===== config.mk =====
export PLATFORM = sky130hd
export DESIGN_NAME = intersection_scheduler
export DESIGN_NICKNAME = d
export VERILOG_FILES = /design/src/rtl/intersection_scheduler.sv
export SDC_FILE = /design/constraint.sdc
export NUM_CORES = 1
export LEC_CHECK = 0
export ABC_AREA = 0
export CORE_MARGIN = 4
export CORE_UTILIZATION = 45
export CTS_CLUSTER_DIAMETER = 30
export DETAILED_ROUTE_END_ITERATION = 6
export PLACE_DENSITY_LB_ADDON = 0.15
export SLEW_MARGIN = 10
export SYNTH_ARGS = -nofsm -noshare
export SYNTH_HDL_FRONTEND = slang
export SYNTH_SLANG_ARGS = --single-unit

===== constraint.sdc =====
create_clock -name clk -period 4 [get_ports clk]
set_clock_uncertainty 0.15 [all_clocks]
set_input_delay 0.4 -clock clk [delete_from_list [all_inputs] [get_ports clk]]
set_output_delay 0.4 -clock clk [all_outputs]
set_load 0.05 [all_outputs]

===== src/rtl/intersection_scheduler.sv =====
// Two-approach intersection phase scheduler with on-demand side road and pedestrian service.
// Optional night flashing mode is built when NIGHT_FLASH_EN is defined (adds the `night` input).
module intersection_scheduler #(
    parameter int T_GO    = 10,
    parameter int T_WARN  = 3,
    parameter int T_CLEAR = 2,
    parameter int T_PED   = 8
) (
    input  logic       clk,
    input  logic       rst,
    input  logic       tick,
    input  logic       b_req,
    input  logic       ped_req,
`ifdef NIGHT_FLASH_EN
    input  logic       night,
`endif
    output logic       ped_ack,
    output logic       ped_walk,
    output logic [2:0] led_a,
    output logic [2:0] led_b,
    output logic [2:0] phase
);

    typedef enum logic [2:0] {
        A_GO = 3'd0, A_WARN = 3'd1, CLEAR_A = 3'd2, B_GO = 3'd3,
        B_WARN = 3'd4, CLEAR_B = 3'd5, PED = 3'd6, FLASH = 3'd7
    } state_t;

    localparam logic [2:0] RED = 3'b101, GO = 3'b110, WARN = 3'b011, OFF = 3'b111;

    state_t     state, state_nxt;
    logic [7:0] timer, timer_nxt;
    logic       b_pend, b_pend_nxt, ped_pend, ped_pend_nxt;
    logic       ped_ack_nxt, ped_walk_nxt;
    logic [2:0] led_a_nxt, led_b_nxt;
    logic       flash_on, flash_on_nxt;
    logic       expire, night_s;

    function automatic logic [7:0] dur(state_t s);
        case (s)
            A_GO, B_GO:       dur = 8'(T_GO - 1);
            A_WARN, B_WARN:   dur = 8'(T_WARN - 1);
            CLEAR_A, CLEAR_B: dur = 8'(T_CLEAR - 1);
            PED:              dur = 8'(T_PED - 1);
            default:          dur = 8'd0;
        endcase
    endfunction

`ifdef NIGHT_FLASH_EN
    assign night_s = night;
`else
    assign night_s = 1'b0;
`endif

    assign expire = tick && (timer == 8'd0);
    assign phase  = state;

    always_comb begin
        state_nxt = state;
        case (state)
            A_GO:    if (expire && (b_pend || ped_pend)) state_nxt = A_WARN;
            A_WARN:  if (expire) state_nxt = CLEAR_A;
            CLEAR_A: if (expire) begin
                         if (night_s)       state_nxt = FLASH;
                         else if (ped_pend) state_nxt = PED;
                         else if (b_pend)   state_nxt = B_GO;
                         else               state_nxt = A_GO;
                     end
            B_GO:    if (expire) state_nxt = B_WARN;
            B_WARN:  if (expire) state_nxt = CLEAR_B;
            CLEAR_B: if (expire) begin
                         if (night_s)       state_nxt = FLASH;
                         else if (ped_pend) state_nxt = PED;
                         else               state_nxt = A_GO;
                     end
            PED:     if (expire) state_nxt = A_GO;
`ifdef NIGHT_FLASH_EN
            FLASH:   if (tick && !night) state_nxt = CLEAR_A;
`endif
            default: state_nxt = A_GO;
        endcase

        // Idle A_GO parks the timer at 0 so the first tick with demand leaves.
        timer_nxt = timer;
        if (state_nxt != state)            timer_nxt = dur(state_nxt);
        else if (tick && timer != 8'd0)    timer_nxt = timer - 8'd1;

        // Clearing on entry (or while flashing) takes priority over a same-cycle request.
        b_pend_nxt   = b_pend   | (b_req   && state != B_GO);
        ped_pend_nxt = ped_pend | (ped_req && state != PED);
        if (state_nxt == B_GO || state == FLASH || state_nxt == FLASH) b_pend_nxt = 1'b0;
        if (state_nxt == PED  || state == FLASH || state_nxt == FLASH) ped_pend_nxt = 1'b0;
        ped_ack_nxt  = !ped_pend && ped_pend_nxt;
        ped_walk_nxt = (state_nxt == PED);

        // Flash phase starts dark so the first tick lights WARN.
        flash_on_nxt = 1'b0;
        if (state_nxt == FLASH && state == FLASH) flash_on_nxt = tick ? !flash_on : flash_on;

        led_a_nxt = RED;
        led_b_nxt = RED;
        case (state_nxt)
            A_GO:    led_a_nxt = GO;
            A_WARN:  led_a_nxt = WARN;
            B_GO:    led_b_nxt = GO;
            B_WARN:  led_b_nxt = WARN;
            FLASH:   begin
                         led_a_nxt = flash_on_nxt ? WARN : OFF;
                         led_b_nxt = flash_on_nxt ? WARN : OFF;
                     end
            default: ;
        endcase
    end

    always_ff @(posedge clk or negedge rst) begin
        if (!rst) begin
            state    <= A_GO;
            timer    <= 8'(T_GO - 1);
            b_pend   <= 1'b0;
            ped_pend <= 1'b0;
            ped_ack  <= 1'b0;
            ped_walk <= 1'b0;
            flash_on <= 1'b0;
            led_a    <= GO;
            led_b    <= RED;
        end else begin
            state    <= state_nxt;
            timer    <= timer_nxt;
            b_pend   <= b_pend_nxt;
            ped_pend <= ped_pend_nxt;
            ped_ack  <= ped_ack_nxt;
            ped_walk <= ped_walk_nxt;
            flash_on <= flash_on_nxt;
            led_a    <= led_a_nxt;
            led_b    <= led_b_nxt;
        end
    end

endmodule


==> flow_metrics.py <==
metrics = {
    "logic_synthesis": {
        "async_reset_ff_frac": 1.00,
        "netlist_area_um2": 1110,
        "synth_ff_type": "dfrtp_1",
        "avgSynthCellArea_um2": 10.1,
        "seq_area_frac_synth": 0.478,
        "synthDistinctLibCells": 40,
        "syn_nets": 117,
        "ys_warn_count": 0,
        "synth_cells": 110,
        "synth_edf_count": 0,
        "ys_ff_latch": 21,
    },
    "clock_network": {
        "cts.hold.buffers_added": 0,
        "path_clk_slew_ns": 0.12,
        "clockBufferDepth": 2,
        "clkSinkCount": 21,
        "cts_tree": "yes",
        "cts_max_level": 1,
        "clock_tree.root_cell": "clkbuf_4",
        "cts_buffers": 3,
        "cts-resized-gates": 0,
        "postCtsSetupBuffers": 0,
        "insertion_delay_ns": 0.31,
    },
    "floorplan": {
        "fp-row-count": 17,
        "start_util": 0.490,
        "fp.dieH_um": 57.8,
        "die_area_um2": 3340,
        "io_pins": 16,
        "core_um2": 2280,
        "die_x_um": 57.8,
    },
    "detailed_routing": {
        "wl_um": 2080,
        "firstDrtPassIters": 4,
        "vias_per_cell": 5.47,
        "wl_per_cell_um": 13.7,
        "wl_met3_um": 75,
        "remaining_drc_errors": 0,
        "drtIter0Drc": 24,
        "vias": 831,
        "routedLengthMet1_um": 1020,
        "ant_nets": 0,
        "wl_met2_um": 951,
        "routed.top_layer": "met4",
    },
    "global_route": {
        "grtUsageTotal": 0.142,
        "grt_pass1_wl_um": 3710,
        "antenna_found_initial": 0,
        "grt_max_degree": 22,
        "gr-total-overflow": 0,
        "grt_pass1_vias": 838,
    },
    "critical_path": {
        "cp.required_ns": 4.10,
        "crit_type": "flip-flop to flip-flop",
        "cp_slowest_stage_delay_ns": 0.52,
        "critical-path-slowest-cell": "or3b_2",
        "critPathLaunch": "timer[1]",
        "cp-end-kind": "flip-flop",
        "critPathArrivalTime_ns": 2.77,
        "critical_path.cell_chain": "inv_1 -> ha_1 -> or3b_2 -> o311a_4 -> a221oi_4 -> inv_2 -> or3_4 -> a31oi_4",
        "startpoint_type": "flip-flop",
        "r2r-start": "timer[1]",
        "path_max_fanout": 6,
    },
    "layout": {
        "final_core_util": 0.577,
        "nFillCells": 195,
        "final_cells": 152,
        "nets": 132,
        "diodes": 0,
        "areaGrowthSynthToFinish_pct": 17.8,
        "regArea_um2": 533,
        "drive_gt1_frac": 0.145,
        "finish.instance_area_um2": 1310,
        "multi_input_area_um2": 539,
    },
    "sta": {
        "slew_headroom": 0.402,
        "post-route-period-util": 0.668,
        "fin_tns_setup_ns": 0,
        "period_needed_ns": 2.67,
        "finalSetupViolations": 0,
        "rsz0062_at_grt": "no",
        "finalHoldViolCount": 0,
        "fin_ws_ns": 1.33,
        "slew_viol_final": 0,
        "fmax_ghz": 0.374,
        "tightest_slew_ns": 0.894,
    },
    "run": {
        "cap_violations": 0,
    },
    "power_and_ir_drop": {
        "cellPowerDensity_nw_per_um2": 564,
        "peakVddDrop_v": 0.000362,
        "internal-power_uw": 436,
        "clkPwrFrac": 0.142,
        "p_seq_frac": 0.455,
        "power.switching_uw": 304,
        "switching_share": 0.411,
        "p_leak_uw": 0.000496,
        "p_comb_frac": 0.403,
    },
    "place": {
        "dp.cells": 148,
        "io_buffers": 15,
        "pre_cts_ws_ns": 1.12,
        "place_hpwl_um": 1530,
        "dpl_cell_area_um2": 1280,
        "finalWeightedCongestion": 0.750,
    },
    "outcome": {
        "status": "complete, no violations",
    },
    "worst_hold_path": {
        "min_path_type": "input port to async pin",
    },
}
-- synth_stat cells (all sizes together), types with 2 or more instances --
cell,count,area share
a21oi,4,0.018
a31oi,3,0.030
clkbuf,5,0.017
dfrtp,15,0.34
dfstp,6,0.14
ha,2,0.022
inv,5,0.017
nand2,6,0.020
nand3,3,0.013
nor2,13,0.044
nor2b,2,0.011
nor3,3,0.013
nor3b,3,0.020
nor4,3,0.017
o2111ai,2,0.016
o21ai,6,0.027
or3,4,0.027
xnor2,5,0.039
xor2,3,0.024
-- logic make-up after synthesis --
group | after synthesis | share of synthesized area
adders and majority gates | 2 | 0.0224
DFF | 21 | 0.478
AOI/OAI and AO/OA | 22 | 0.167
and+or+nand+nor | 46 | 0.231
buffers and inverters | 11 | 0.0381
xor gates and xnor gates | 8 | 0.0629
-- power by group through the flow --
stage | Sequential [µW] | Combinational [µW] | Clock [µW]
floorplan | 357 | 210 | 0
global placement | 340 | 294 | 0
detailed placement | 341 | 299 | 0
CTS | 337 | 302 | 113
global route | 348 | 335 | 119
finish | 337 | 298 | 105
-- per-layer routing --
metal,GRT usage,up-vias
met5,0,-
met4,0.0397,0
met3,0.0423,4
met2,0.216,12
met1,0.196,389
li1,-,426
-- final timing paths --
path                             to  slack, ns  cells after the start
setup / recovery           timer[1]       1.33                      8
hold / removal             led_a[0]       0.43                      1
setup reg to reg           timer[1]       1.33                      8
hold reg to reg            timer[7]       0.45                      2
max in group asynchronous  timer[2]       2.72                      1
min in group clk           timer[7]       0.45                      2
-- final cells by class --
cell class              instances  share of cell area
multi-input cells              78               0.410
flip-flops and latches         21               0.406
repair buffers                 16               0.120
well taps                      28              0.0267
clock buffers                   3              0.0171
inverters                       5              0.0143
clock inverters                 1             0.00571
-- layout by cell type (no fill, tap or decap), drive strengths merged, types with 4 or more instances in the layout --
cell	Yosys	layout
nand2	6	6
dfstp	6	6
or3	4	4
o21ai	6	6
a21oi	4	4
dfrtp	15	15
xnor2	5	5
nor2	13	13
inv	5	5
clkdlybuf4s50	0	15
-- flip-flops by register name, indices dropped and copies added (netlist names) --
register	count
ped_ack	1
ped_pend	1
ped_walk	1
b_pend	1
led_b	3
timer	8
phase	3
led_a	3
-- critical path: cells and delay by family, from the launching register on --
family	cells	cell delay (ns)
simple gates	2	0.88
fa+ha+maj	1	0.16
flops	1	0.42
buf+inv	2	0.20
compound gates	3	0.79
-- through the flow --
step | hold slack (ns) | power (µW)
final | 0.431 | 741
after global placement | 0.409 | 634
after CTS | 0.458 | 752
after detailed placement | 0.439 | 639
after global routing | 0.501 | 802
after floorplan | -0.0456 | 567
(Power assumes the default switching activity.)
